--- config.mk ---
export PLATFORM = sky130hd
export DESIGN_NAME = spi_flash_responder
export DESIGN_NICKNAME = d
export VERILOG_FILES = /design/src/rtl/spi_flash_pkg.sv /design/src/rtl/spi_in_sync.sv /design/src/rtl/spi_flash_responder.sv
export SDC_FILE = /design/constraint.sdc
export NUM_CORES = 1
export LEC_CHECK = 0
export ABC_AREA = 1
export CAP_MARGIN = 20
export CORE_ASPECT_RATIO = 1.75
export CORE_UTILIZATION = 60
export CTS_BUF_LIST = sky130_fd_sc_hd__clkbuf_8
export DETAILED_ROUTE_END_ITERATION = 10
export GPL_ROUTABILITY_DRIVEN = 0
export PLACE_DENSITY = 0.83
export SLEW_MARGIN = 20
export SYNTH_ARGS = -nofsm -noshare
export SYNTH_HDL_FRONTEND = slang
export SYNTH_SLANG_ARGS = --single-unit
--- constraint.sdc ---
create_clock -name clock -period 5.3 [get_ports clock]
set_clock_uncertainty 0.15 [all_clocks]
set_input_delay 1.325 -clock clock [delete_from_list [all_inputs] [get_ports clock]]
set_output_delay 1.325 -clock clock [all_outputs]
set_load 0.005 [all_outputs]
--- src/rtl/spi_flash_pkg.sv ---
// Shared definitions for the SPI NOR-flash responder: opcodes, FSM states and
// the JEDEC ID byte selector.
package spi_flash_pkg;

  localparam logic [7:0] OP_READ      = 8'h03;
  localparam logic [7:0] OP_FAST_READ = 8'h0B;
  localparam logic [7:0] OP_RDID      = 8'h9F;

  typedef enum logic [2:0] {
    IDLE,
    CMD,
    ADDR,
    DUMMY,
    DATA,
    ID,
    IGNORE
  } spi_resp_state_e;

  // ID bytes go out MSB first; anything past the third byte reads as zero.
  function automatic logic [7:0] id_byte(input logic [23:0] id, input logic [1:0] idx);
    case (idx)
      2'd0:    id_byte = id[23:16];
      2'd1:    id_byte = id[15:8];
      2'd2:    id_byte = id[7:0];
      default: id_byte = 8'h00;
    endcase
  endfunction

endpackage

--- src/rtl/spi_in_sync.sv ---
// Synchronizer for the asynchronous SPI pads (SCK, CS#, MOSI) plus SCK edge
// pulses derived from the synchronized clock.
module spi_in_sync #(
  parameter int SYNC_FF = 2
) (
  input  logic clock,
  input  logic reset,
  input  logic sck_i,
  input  logic cs_n_i,
  input  logic mosi_i,
  output logic cs_n_s,
  output logic mosi_s,
  output logic sck_rise,
  output logic sck_fall
);

  // Bit order per stage: {sck, cs_n, mosi}; CS# rests deasserted.
  localparam logic [2:0] RESET_VAL = 3'b010;

  logic [SYNC_FF-1:0][2:0] stage_reg;
  logic                    sck_s;
  logic                    sck_prev_reg;

  genvar gi;
  generate
    for (gi = 0; gi < SYNC_FF; gi++) begin : g_stage
      if (gi == 0) begin : g_first
        always_ff @(posedge clock) begin
          if (reset) stage_reg[0] <= RESET_VAL;
          else       stage_reg[0] <= {sck_i, cs_n_i, mosi_i};
        end
      end else begin : g_next
        always_ff @(posedge clock) begin
          if (reset) stage_reg[gi] <= RESET_VAL;
          else       stage_reg[gi] <= stage_reg[gi-1];
        end
      end
    end
  endgenerate

  assign {sck_s, cs_n_s, mosi_s} = stage_reg[SYNC_FF-1];

  always_ff @(posedge clock) begin
    if (reset) sck_prev_reg <= 1'b0;
    else       sck_prev_reg <= sck_s;
  end

  assign sck_rise = sck_s & ~sck_prev_reg;
  assign sck_fall = ~sck_s & sck_prev_reg;

endmodule

--- src/rtl/spi_flash_responder.sv ---
// SPI NOR-flash responder (mode 0): READ / RDID decode, one-byte prefetch from a
// byte-wide memory port. Define SPI_RESP_FAST_READ_EN to accept FAST READ (0x0B).
module spi_flash_responder
  import spi_flash_pkg::*;
#(
  parameter int          ADDR_W   = 24,
  parameter logic [23:0] JEDEC_ID = 24'hEF4016,
  parameter int          SYNC_FF  = 2
) (
  input  logic              clock,
  input  logic              reset,
  input  logic              spi_clk_i,
  input  logic              spi_cs_n_i,
  input  logic              spi_mosi_i,
  output logic              spi_miso_o,
  output logic              spi_miso_oe_o,
  output logic              mem_req_o,
  output logic [ADDR_W-1:0] mem_addr_o,
  input  logic              mem_ack_i,
  input  logic [7:0]        mem_rdata_i,
  output logic              busy_o,
  output logic              cmd_err_o,
  output logic              underrun_o
);

  logic cs_n_s, mosi_s, sck_rise, sck_fall;

  spi_in_sync #(.SYNC_FF(SYNC_FF)) u_sync (
    .clock    (clock),
    .reset    (reset),
    .sck_i    (spi_clk_i),
    .cs_n_i   (spi_cs_n_i),
    .mosi_i   (spi_mosi_i),
    .cs_n_s   (cs_n_s),
    .mosi_s   (mosi_s),
    .sck_rise (sck_rise),
    .sck_fall (sck_fall)
  );

  spi_resp_state_e   state_reg;
  logic [4:0]        bit_cnt_reg;
  logic [22:0]       shift_in_reg;
  logic              fast_reg;
  logic              load_pend_reg;
  logic              req_en_reg;
  logic [1:0]        id_idx_reg;
  logic [7:0]        tx_reg;
  logic [7:0]        buf_reg;
  logic              buf_valid_reg;
  logic              miso_reg;
  logic              oe_reg;
  logic              mem_req_reg;
  logic [ADDR_W-1:0] mem_addr_reg;
  logic              cmd_err_reg;
  logic              underrun_reg;

  logic [23:0] rx_word;
  logic [7:0]  rx_op;
  logic        ack_hit;
  logic [7:0]  load_byte;

  assign rx_word = {shift_in_reg, mosi_s};
  assign rx_op   = rx_word[7:0];
  assign ack_hit = mem_req_reg & mem_ack_i;

  // Byte presented to the shifter at a load: buffered data, else same-cycle ack
  // data, else the underrun filler.
  always_comb begin
    load_byte = 8'hFF;
    if (state_reg == ID)  load_byte = id_byte(JEDEC_ID, id_idx_reg);
    else if (buf_valid_reg) load_byte = buf_reg;
    else if (ack_hit)       load_byte = mem_rdata_i;
  end

  always_ff @(posedge clock) begin
    if (reset) begin
      state_reg     <= IDLE;
      bit_cnt_reg   <= '0;
      shift_in_reg  <= '0;
      fast_reg      <= 1'b0;
      load_pend_reg <= 1'b0;
      req_en_reg    <= 1'b0;
      id_idx_reg    <= '0;
      tx_reg        <= 8'hFF;
      buf_reg       <= '0;
      buf_valid_reg <= 1'b0;
      miso_reg      <= 1'b1;
      oe_reg        <= 1'b0;
      mem_req_reg   <= 1'b0;
      mem_addr_reg  <= '0;
      cmd_err_reg   <= 1'b0;
      underrun_reg  <= 1'b0;
    end else begin
      cmd_err_reg  <= 1'b0;
      underrun_reg <= 1'b0;
      if (cs_n_s) begin
        state_reg     <= IDLE;
        bit_cnt_reg   <= '0;
        load_pend_reg <= 1'b0;
        req_en_reg    <= 1'b0;
        buf_valid_reg <= 1'b0;
        miso_reg      <= 1'b1;
        oe_reg        <= 1'b0;
        mem_req_reg   <= 1'b0;
      end else begin
        // Prefetch handshake; the next address is requested once the buffer is free.
        if (ack_hit) begin
          mem_req_reg   <= 1'b0;
          mem_addr_reg  <= mem_addr_reg + {{(ADDR_W-1){1'b0}}, 1'b1};
          buf_reg       <= mem_rdata_i;
          buf_valid_reg <= 1'b1;
        end else if (req_en_reg && !mem_req_reg && !buf_valid_reg) begin
          mem_req_reg <= 1'b1;
        end

        if (state_reg == IDLE) begin
          state_reg   <= CMD;
          bit_cnt_reg <= '0;
        end else if (sck_rise) begin
          case (state_reg)
            CMD: begin
              shift_in_reg <= rx_word[22:0];
              bit_cnt_reg  <= bit_cnt_reg + 5'd1;
              if (bit_cnt_reg == 5'd7) begin
                bit_cnt_reg <= '0;
                if (rx_op == OP_READ) begin
                  state_reg <= ADDR;
                  fast_reg  <= 1'b0;
                end
`ifdef SPI_RESP_FAST_READ_EN
                else if (rx_op == OP_FAST_READ) begin
                  state_reg <= ADDR;
                  fast_reg  <= 1'b1;
                end
`else
                else if (rx_op == OP_FAST_READ) begin
                  state_reg   <= IGNORE;
                  cmd_err_reg <= 1'b1;
                end
`endif
                else if (rx_op == OP_RDID) begin
                  state_reg     <= ID;
                  load_pend_reg <= 1'b1;
                  id_idx_reg    <= '0;
                end else begin
                  state_reg   <= IGNORE;
                  cmd_err_reg <= 1'b1;
                end
              end
            end
            ADDR: begin
              shift_in_reg <= rx_word[22:0];
              bit_cnt_reg  <= bit_cnt_reg + 5'd1;
              if (bit_cnt_reg == 5'd23) begin
                bit_cnt_reg  <= '0;
                mem_req_reg  <= 1'b1;
                req_en_reg   <= 1'b1;
                mem_addr_reg <= rx_word[ADDR_W-1:0];
                if (fast_reg) begin
                  state_reg <= DUMMY;
                end else begin
                  state_reg     <= DATA;
                  load_pend_reg <= 1'b1;
                end
              end
            end
            DUMMY: begin
              bit_cnt_reg <= bit_cnt_reg + 5'd1;
              if (bit_cnt_reg == 5'd7) begin
                bit_cnt_reg   <= '0;
                state_reg     <= DATA;
                load_pend_reg <= 1'b1;
              end
            end
            DATA, ID: begin
              bit_cnt_reg <= bit_cnt_reg + 5'd1;
              if (bit_cnt_reg[2:0] == 3'd7) begin
                bit_cnt_reg   <= '0;
                load_pend_reg <= 1'b1;
              end
            end
            default: ;
          endcase
        end else if (sck_fall && (state_reg == DATA || state_reg == ID)) begin
          if (load_pend_reg) begin
            load_pend_reg <= 1'b0;
            oe_reg        <= 1'b1;
            tx_reg        <= load_byte;
            miso_reg      <= load_byte[7];
            if (state_reg == ID) begin
              if (id_idx_reg != 2'd3) id_idx_reg <= id_idx_reg + 2'd1;
            end else if (buf_valid_reg) begin
              buf_valid_reg <= ack_hit;
            end else if (ack_hit) begin
              buf_valid_reg <= 1'b0;
            end else begin
              underrun_reg <= 1'b1;
            end
          end else begin
            tx_reg   <= {tx_reg[6:0], 1'b0};
            miso_reg <= tx_reg[6];
          end
        end
      end
    end
  end

  assign spi_miso_o    = miso_reg;
  assign spi_miso_oe_o = oe_reg;
  assign mem_req_o     = mem_req_reg;
  assign mem_addr_o    = mem_addr_reg;
  assign busy_o        = ~cs_n_s & (state_reg != IDLE);
  assign cmd_err_o     = cmd_err_reg;
  assign underrun_o    = underrun_reg;

endmodule

==> results.sh, run 1 <==
export IMPL_fmax_mhz=308
export IMPL_largest_reg_flops=24
export IMPL_yosys_warnings=0
export IMPL_drt_wl_total_um=11200
export IMPL_clock_path_buffers=2
export IMPL_grt_util_met2_pct=53.1
export IMPL_cp_data_required_time_ns=3.83
export IMPL_critPathMaxFanout=6
export IMPL_gr_usage_met1_pct=32.1
export IMPL_dp_cells=832
export IMPL_portBuffers=43
export IMPL_die_area_um2=8090
export IMPL_core_um2=7510
export IMPL_busiest_layer="met2"
export IMPL_tightest_slew_ns=0.924
export IMPL_cts_resized_gates=0
export IMPL_first_pass_iters=5
export IMPL_final_common_cell="nand2_1"
export IMPL_clock_sinks=87
export IMPL_hp_start="u_sync.stage_reg[2]"
export IMPL_fin_cells=848
export IMPL_synth_area_leaders="dfxtp_1 38%, nand2_1 15%, nor2_1 8.8%, o21ai_0 8.3%, inv_1 7.1%"
export IMPL_syn_to_final_growth_pct=13.5
export IMPL_hold_end="u_sync.sck_s"
export IMPL_dp_hpwl_um=8300
export IMPL_dr_total_vias=4638
export IMPL_finalPower_w=0.00113
export IMPL_insertion_delay_ns=0.37
export IMPL_period_share_pct=61.3
export IMPL_hold_depth=2
export IMPL_grt_pass1_vias=4286
export IMPL_worst_slack_ns=2.05
export IMPL_grt_pass1_wl_um=18500
export IMPL_die_w_um=68.4
export IMPL_powerDensity_nw_per_um2=215
export IMPL_arrival_ns=1.78
export IMPL_post_place_ws_ns=1.68
export IMPL_post_cts_setup_buffers=0
export IMPL_layout_common_cells="179 x nand2_1, 108 x nor2_1, 88 x inv_1"
export IMPL_setup_viol=0
export IMPL_drtIter0Drc=293
export IMPL_leakage_nw=2.41
export IMPL_cts_max_level=3
export IMPL_synth_edf_count=0
export IMPL_synth_top_area_cell="dfxtp_1"
export IMPL_r2r_setup_slack_ns=3.10
export IMPL_syn_area_um2=4630
export IMPL_grt_util_met3_pct=5.69
export IMPL_drv_cap=0
export IMPL_yosysSeqAreaShare_pct=37.6
export IMPL_r2r_end="mem_addr_o[8]"
export IMPL_gr_total_overflow=0
export IMPL_yosysUniqueCellTypes=36
export IMPL_fin_util_pct=69.9
export IMPL_async_flop_share_pct=0
export IMPL_grt_max_degree=37
export IMPL_antenna_found_initial=0
export IMPL_criticalPathCategory="flop to output pin"
export IMPL_grt_use_total_pct=29.8
export IMPL_start_util_pct=61.6
export IMPL_syn_num_nets=739
export IMPL_cts_tree="built"
export IMPL_drive_gt1_share_pct=5.92
export IMPL_run_status="finished, final reports clean"
export IMPL_hold_class="flop to flop"
export IMPL_slew_viol_final=0
export IMPL_hold_viol_final=0
export IMPL_antenna_cells=0
export IMPL_peakVddDrop_mv=0.214
export IMPL_viasPerCell=5.47
export IMPL_drc_errors=0
export IMPL_avgRoutedWirePerCell_um=13.2
export IMPL_cts_clk_slew_worst_paths_ns=0.08
export IMPL_ys_ff_latch=87
export IMPL_ctsHoldBuffers=0
export IMPL_max_slew_margin_pct=38.3
export IMPL_ctsRootBufferMaster="clkbuf_8"
export IMPL_syn_inst=718
export IMPL_fp_row_count=42
export IMPL_netlist_area_leader_share_pct=37.6
export IMPL_top_level_ports=44
export IMPL_fillers=656
export IMPL_start_kind="flop"
export IMPL_reg2regPathDepth=10
export IMPL_grt_setup_unrepaired="false"
export IMPL_ys_flop_type="dfxtp_1"
export IMPL_cts_made_buffers=9
export IMPL_tns_ns=0
export IMPL_period_needed_ns=3.25
export IMPL_multi_input_area_um2=2420
export IMPL_postRouteAntennaNets=0
export IMPL_r2r_start="bit_cnt_reg[0]"
export IMPL_seq_area_um2=1740
export IMPL_end_kind="output pin"
export IMPL_synth_area_per_cell_um2=6.45
export IMPL_dieHeight_um=118
export IMPL_fin_nets=776
worst max-delay path by stage:
stage | from | to | slack [ns] | cells after the start
after floorplan | reset | mem_addr_o[16] | 2.85 | 7
after global placement | reset | tx_reg[4] | 1.72 | 5
after detailed placement | reset | tx_reg[4] | 1.68 | 5
after CTS | state_reg[2] | busy_o | 2.03 | 5
after global routing | reset | tx_reg[4] | 1.76 | 5
final | state_reg[2] | busy_o | 2.05 | 5
through the flow:
stage | hold WS [ns] | cell area, um^2
2_1_floorplan | 0.238 | 4630
3_3_place_gp | 0.244 | 5080
3_5_place_dp | 0.254 | 5080
4_1_cts | 0.265 | 5260
5_1_grt | 0.280 | 5260
6_report | 0.266 | 5260
synthesized netlist by cell type, types with 3 or more instances:
| library cell | count |
|---|---|
| a22oi_1 | 3 |
| xor2_1 | 6 |
| nand2_1 | 179 |
| o211ai_1 | 4 |
| o21ai_1 | 4 |
| a21oi_1 | 29 |
| nand4_1 | 8 |
| ha_1 | 7 |
| nor2_2 | 6 |
| o21ai_0 | 77 |
| inv_2 | 9 |
| clkbuf_1 | 7 |
| nand2_2 | 4 |
| nand3_1 | 61 |
| buf_2 | 8 |
| inv_1 | 87 |
| dfxtp_1 | 87 |
| nor2_1 | 108 |
power breakdown:
part	switching (W)	total, W	internal, W
registers	0.00000370	0.000660	0.000656
clock network	0.000242	0.000423	0.000181
logic	0.0000284	0.0000481	0.0000196
cell families after synthesis:
| family | after synthesis | synth area share [%] |
|---|---|---|
| XOR/XNOR | 6 | 1.13 |
| flip-flops | 87 | 37.6 |
| buffers and inverters | 117 | 10.2 |
| AO/OA/AOI/OAI | 124 | 14.2 |
| adder cells (fa/ha/maj) | 7 | 1.89 |
| AND/OR/NAND/NOR | 377 | 35.0 |
layer usage:
metal / wire [um] / part of all wire [%]
met1: 4420 / 39
met2: 6210 / 55
met3: 335 / 3.0
met4: 251 / 2.2
met5: 0 / 0
final cells by class:
type,instances,share of cell area (%)
Timing Repair Buffer,45,8.48
Tap cell,88,2.10
Clock buffer,10,2.62
Clock inverter,6,0.667
Sequential cell,87,33.1
Inverter,98,7.00
Multi-Input combinational cell,514,46.0
critical path: stages (launching register included):
cell             delay, ns
dfxtp_1               0.50
inv_2                 0.10
nand3_2               0.14
nand2_1               0.10
inv_1                 0.07
clkdlybuf4s50_1       0.50
Power figures use the tool's default switching activity.
==> inputs of run 2 (changes only) <==
- CORE_UTILIZATION: 60 -> 59
- PLACE_DENSITY: 0.83 -> 0.82
- clock period: 5.3 -> 3.4 ns (I/O delays scaled with it)
==> results.sh, run 2 (same netlist as run 1, synthesis figures left out) <==
export IMPL_run_status="finished, final reports clean"
export IMPL_tns_ns=0
export IMPL_cts_made_buffers=9
export IMPL_r2r_end="mem_addr_o[11]"
export IMPL_fillers=679
export IMPL_drv_cap=0
export IMPL_start_util_pct=61.2
export IMPL_grt_pass1_vias=4493
export IMPL_fp_row_count=42
export IMPL_postRouteAntennaNets=0
export IMPL_ctsHoldBuffers=0
export IMPL_largest_reg_flops=24
export IMPL_hold_class="flop to flop"
export IMPL_critPathMaxFanout=6
export IMPL_fin_nets=779
export IMPL_drc_errors=0
export IMPL_cp_data_required_time_ns=2.40
export IMPL_tightest_slew_ns=0.760
export IMPL_drt_wl_total_um=11800
export IMPL_fmax_mhz=360
export IMPL_criticalPathCategory="flop to output pin"
export IMPL_cts_resized_gates=0
export IMPL_antenna_found_initial=0
export IMPL_portBuffers=43
export IMPL_die_w_um=69.0
export IMPL_start_kind="flop"
export IMPL_worst_slack_ns=0.624
export IMPL_period_needed_ns=2.78
export IMPL_antenna_cells=0
export IMPL_r2r_start="bit_cnt_reg[0]"
export IMPL_slew_viol_final=0
export IMPL_top_level_ports=44
export IMPL_clock_sinks=87
export IMPL_fin_util_pct=70.2
export IMPL_endpoint="busy_o"
export IMPL_cts_clk_slew_worst_paths_ns=0.08
export IMPL_cts_max_level=3
export IMPL_grt_max_degree=33
export IMPL_r2r_setup_slack_ns=1.06
export IMPL_layout_common_cells="179 x nand2_1, 108 x nor2_1, 88 x inv_1"
export IMPL_die_area_um2=8220
export IMPL_dr_total_vias=4759
export IMPL_core_um2=7570
export IMPL_post_place_ws_ns=0.527
export IMPL_clock_path_buffers=2
export IMPL_end_kind="output pin"
export IMPL_crit_start="state_reg[2]"
export IMPL_grt_pass1_wl_um=19400
export IMPL_dp_hpwl_um=8710
export IMPL_dieHeight_um=119
export IMPL_cts_tree="built"
export IMPL_hold_slack_ns=0.256
export IMPL_arrival_ns=1.78
export IMPL_setup_viol=0
export IMPL_insertion_delay_ns=0.37
export IMPL_grt_use_total_pct=30.9
export IMPL_first_pass_iters=5
export IMPL_final_common_cell="nand2_1"
export IMPL_grt_setup_unrepaired="false"
export IMPL_avgRoutedWirePerCell_um=13.8
export IMPL_drive_gt1_share_pct=6.29
export IMPL_viasPerCell=5.59
export IMPL_drtIter0Drc=411
export IMPL_reg2regPathDepth=10
export IMPL_leakage_nw=2.44
export IMPL_peakVddDrop_mv=0.325
export IMPL_powerDensity_nw_per_um2=351
export IMPL_hold_viol_final=0
export IMPL_max_slew_margin_pct=49.3
export IMPL_syn_to_final_growth_pct=14.7
export IMPL_gr_total_overflow=0
export IMPL_ctsRootBufferMaster="clkbuf_8"
export IMPL_period_share_pct=81.7
export IMPL_post_cts_setup_buffers=0
run 2: stage by stage:
step                      instance area [um^2]  cells  total power [W]
after CTS                                 5310    851          0.00187
after global routing                      5310    851          0.00192
after floorplan                           4630    718          0.00110
final                                     5310    851          0.00186
after global placement                    5100    835          0.00113
after detailed placement                  5100    835          0.00113
run 2: worst max-delay path: stages, from the launching register on:
cell             delay, ns
dfxtp_1               0.51
inv_2                 0.10
nand3_2               0.14
nand2_1               0.11
inv_1                 0.07
clkdlybuf4s50_1       0.49
run 2: where the power goes:
part	switching, W	total [W]	internal (W)	leakage, nW
logic	0.0000456	0.0000770	0.0000314	1.63
clock network	0.000378	0.000757	0.000379	0.107
registers	0.00000585	0.00103	0.00102	0.703
total	0.000429	0.00186	0.00143	2.44
run 2: cell type report:
cell class,instances,area [um^2],share of cell area (%)
tap,88,110,2.07
sequential,87,1740,32.8
clock buffer,11,151,2.85
timing repair buffer,48,468,8.81
clock inverter,5,55.1,1.04
inverter,98,368,6.93
multi-input combinational,514,2420,45.5
run 2: per-layer routing:
layer | vias up | global-route usage, % | part of all wire, %
met5 | - | 0 | 0
met4 | 0 | 19.3 | 4.4
met1 | 2188 | 31.7 | 38
li1 | 2353 | - | -
met3 | 45 | 5.08 | 3.8
met2 | 173 | 54.6 | 54
run 2: worst min-delay path by stage:
stage                         from             to  slack, ns  cells after the start
2_1_floorplan  u_sync.stage_reg[0]  u_sync.mosi_s       0.24                      2
3_3_place_gp   u_sync.stage_reg[2]   u_sync.sck_s       0.24                      2
3_5_place_dp   u_sync.stage_reg[2]   u_sync.sck_s       0.24                      2
4_1_cts        u_sync.stage_reg[2]   u_sync.sck_s       0.26                      2
5_1_grt        u_sync.stage_reg[0]  u_sync.mosi_s       0.29                      2
6_report       u_sync.stage_reg[2]   u_sync.sck_s       0.26                      2
==> inputs of run 3 (changes only) <==
- clock period: 3.4 -> 2.88 ns (I/O delays scaled with it)
==> results.sh, run 3 (same netlist as run 1, synthesis figures left out) <==
export IMPL_top_level_ports=44
export IMPL_crit_chain="inv_2 -> nand2_1 -> inv_1 -> clkdlybuf4s50_1"
export IMPL_drc_errors=0
export IMPL_peakVddDrop_mv=0.318
export IMPL_grt_pass1_vias=4498
export IMPL_critPathMaxFanout=7
export IMPL_max_slew_margin_pct=60.9
export IMPL_drive_gt1_share_pct=6.65
export IMPL_seq_area_um2=1740
export IMPL_fillers=682
export IMPL_ctsHoldBuffers=0
export IMPL_tightest_slew_ns=0.585
export IMPL_cts_max_level=3
export IMPL_avgRoutedWirePerCell_um=13.4
export IMPL_fin_util_pct=70.2
export IMPL_antenna_found_initial=0
export IMPL_clock_sinks=87
export IMPL_cts_clk_slew_worst_paths_ns=0.08
export IMPL_criticalPathCategory="flop to output pin"
export IMPL_drv_cap=0
export IMPL_powerDensity_nw_per_um2=393
export IMPL_period_needed_ns=2.63
export IMPL_r2r_start="bit_cnt_reg[0]"
export IMPL_cts_tree="built"
export IMPL_post_cts_setup_buffers=0
export IMPL_r2r_setup_slack_ns=0.60
export IMPL_grt_setup_unrepaired="false"
export IMPL_dp_hpwl_um=8520
export IMPL_cp_data_required_time_ns=2.01
export IMPL_setup_viol=0
export IMPL_run_status="finished, final reports clean"
export IMPL_leakage_nw=2.45
export IMPL_cts_resized_gates=0
export IMPL_first_pass_iters=5
export IMPL_core_um2=7570
export IMPL_arrival_ns=1.76
export IMPL_clock_path_buffers=2
export IMPL_syn_to_final_growth_pct=14.7
export IMPL_fmax_mhz=381
export IMPL_cpMaxStageDelayCell="dfxtp_1"
export IMPL_hold_depth=2
export IMPL_layout_common_cells="179 x nand2_1, 108 x nor2_1, 89 x inv_1"
export IMPL_reg2regPathDepth=10
export IMPL_dr_total_vias=4753
export IMPL_start_util_pct=61.2
export IMPL_drtIter0Drc=332
export IMPL_max_stage_delay_ns=0.57
export IMPL_tns_ns=0
export IMPL_grt_max_degree=33
export IMPL_die_area_um2=8220
export IMPL_final_common_cell="nand2_1"
export IMPL_insertion_delay_ns=0.36
export IMPL_fin_area_um2=5310
export IMPL_drt_wl_total_um=11500
export IMPL_hold_class="flop to flop"
export IMPL_hold_viol_final=0
export IMPL_start_kind="flop"
export IMPL_slew_viol_final=0
export IMPL_period_share_pct=91.2
export IMPL_fin_nets=783
export IMPL_r2r_end="mem_addr_o[12]"
export IMPL_viasPerCell=5.56
export IMPL_multi_input_area_um2=2420
export IMPL_ctsRootBufferMaster="clkbuf_8"
export IMPL_placedInstanceArea_um2=5130
export IMPL_grt_pass1_wl_um=18900
export IMPL_dieHeight_um=119
export IMPL_portBuffers=43
export IMPL_hp_start="u_sync.stage_reg[2]"
export IMPL_cts_made_buffers=9
export IMPL_largest_reg_flops=24
export IMPL_gr_total_overflow=0
export IMPL_hold_end="u_sync.sck_s"
export IMPL_grt_use_total_pct=29.8
export IMPL_fp_row_count=42
export IMPL_die_w_um=69.0
export IMPL_antenna_cells=0
export IMPL_postRouteAntennaNets=0
export IMPL_end_kind="output pin"
-- run 3: cell types whose count changed in the layout (fill, tap and decap cells not counted) --
cell,change
inv_1,+1
bufinv_16,-1
inv_6,-1
buf_4,+4
clkinv_2,+1
-- run 3: cell type report --
| type | instances | share of cell area, % |
|---|---|---|
| clock buffer | 11 | 2.85 |
| clock inverter | 5 | 0.471 |
| inverter | 98 | 6.93 |
| multi-input combinational | 514 | 45.5 |
| sequential | 87 | 32.8 |
| tap | 88 | 2.07 |
| timing repair buffer | 52 | 9.38 |
-- run 3: routing by layer --
layer	vias up	GRT usage, %	part of all wire [%]
li1	2385	-	-
met1	2198	30.3	38
met2	132	54.4	55
met3	38	4.89	3.6
met4	0	15.6	3.3
met5	-	0	0
-- run 3: worst max-delay path: cells and delay by family, from the launching register on --
kind | cells | cell delay (ns)
AND/OR/NAND/NOR | 1 | 0.17
flip-flops | 1 | 0.57
buffers and inverters | 3 | 0.66
-- run 3: stage by stage --
step,instances,hold WS (ns),setup slack (ns),power (W)
global route,855,0.286,0.158,0.00216
floorplan,718,0.238,1.03,0.00129
finish,855,0.254,0.252,0.00209
global placement,839,0.245,0.281,0.00133
CTS,855,0.264,0.241,0.00210
detailed placement,839,0.253,0.199,0.00134
-- run 3: how the worst max path moves through the flow --
| stage | from | end | slack [ns] |
|---|---|---|---|
| floorplan | reset | mem_addr_o[16] | 1.03 |
| global placement | mem_ack_i | mem_addr_o[21] | 0.28 |
| detailed placement | mem_ack_i | mem_addr_o[17] | 0.20 |
| CTS | u_sync.cs_n_s | busy_o | 0.24 |
| global route | u_sync.cs_n_s | busy_o | 0.16 |
| finish | u_sync.cs_n_s | busy_o | 0.25 |
-- run 3: power breakdown --
group | total, W | leakage (nW) | internal, W | switching, W
logic | 0.0000938 | 1.65 | 0.0000392 | 0.0000547
clock network | 0.000781 | 0.0977 | 0.000352 | 0.000429
registers | 0.00121 | 0.703 | 0.00121 | 0.00000676
total | 0.00209 | 2.45 | 0.00160 | 0.000490
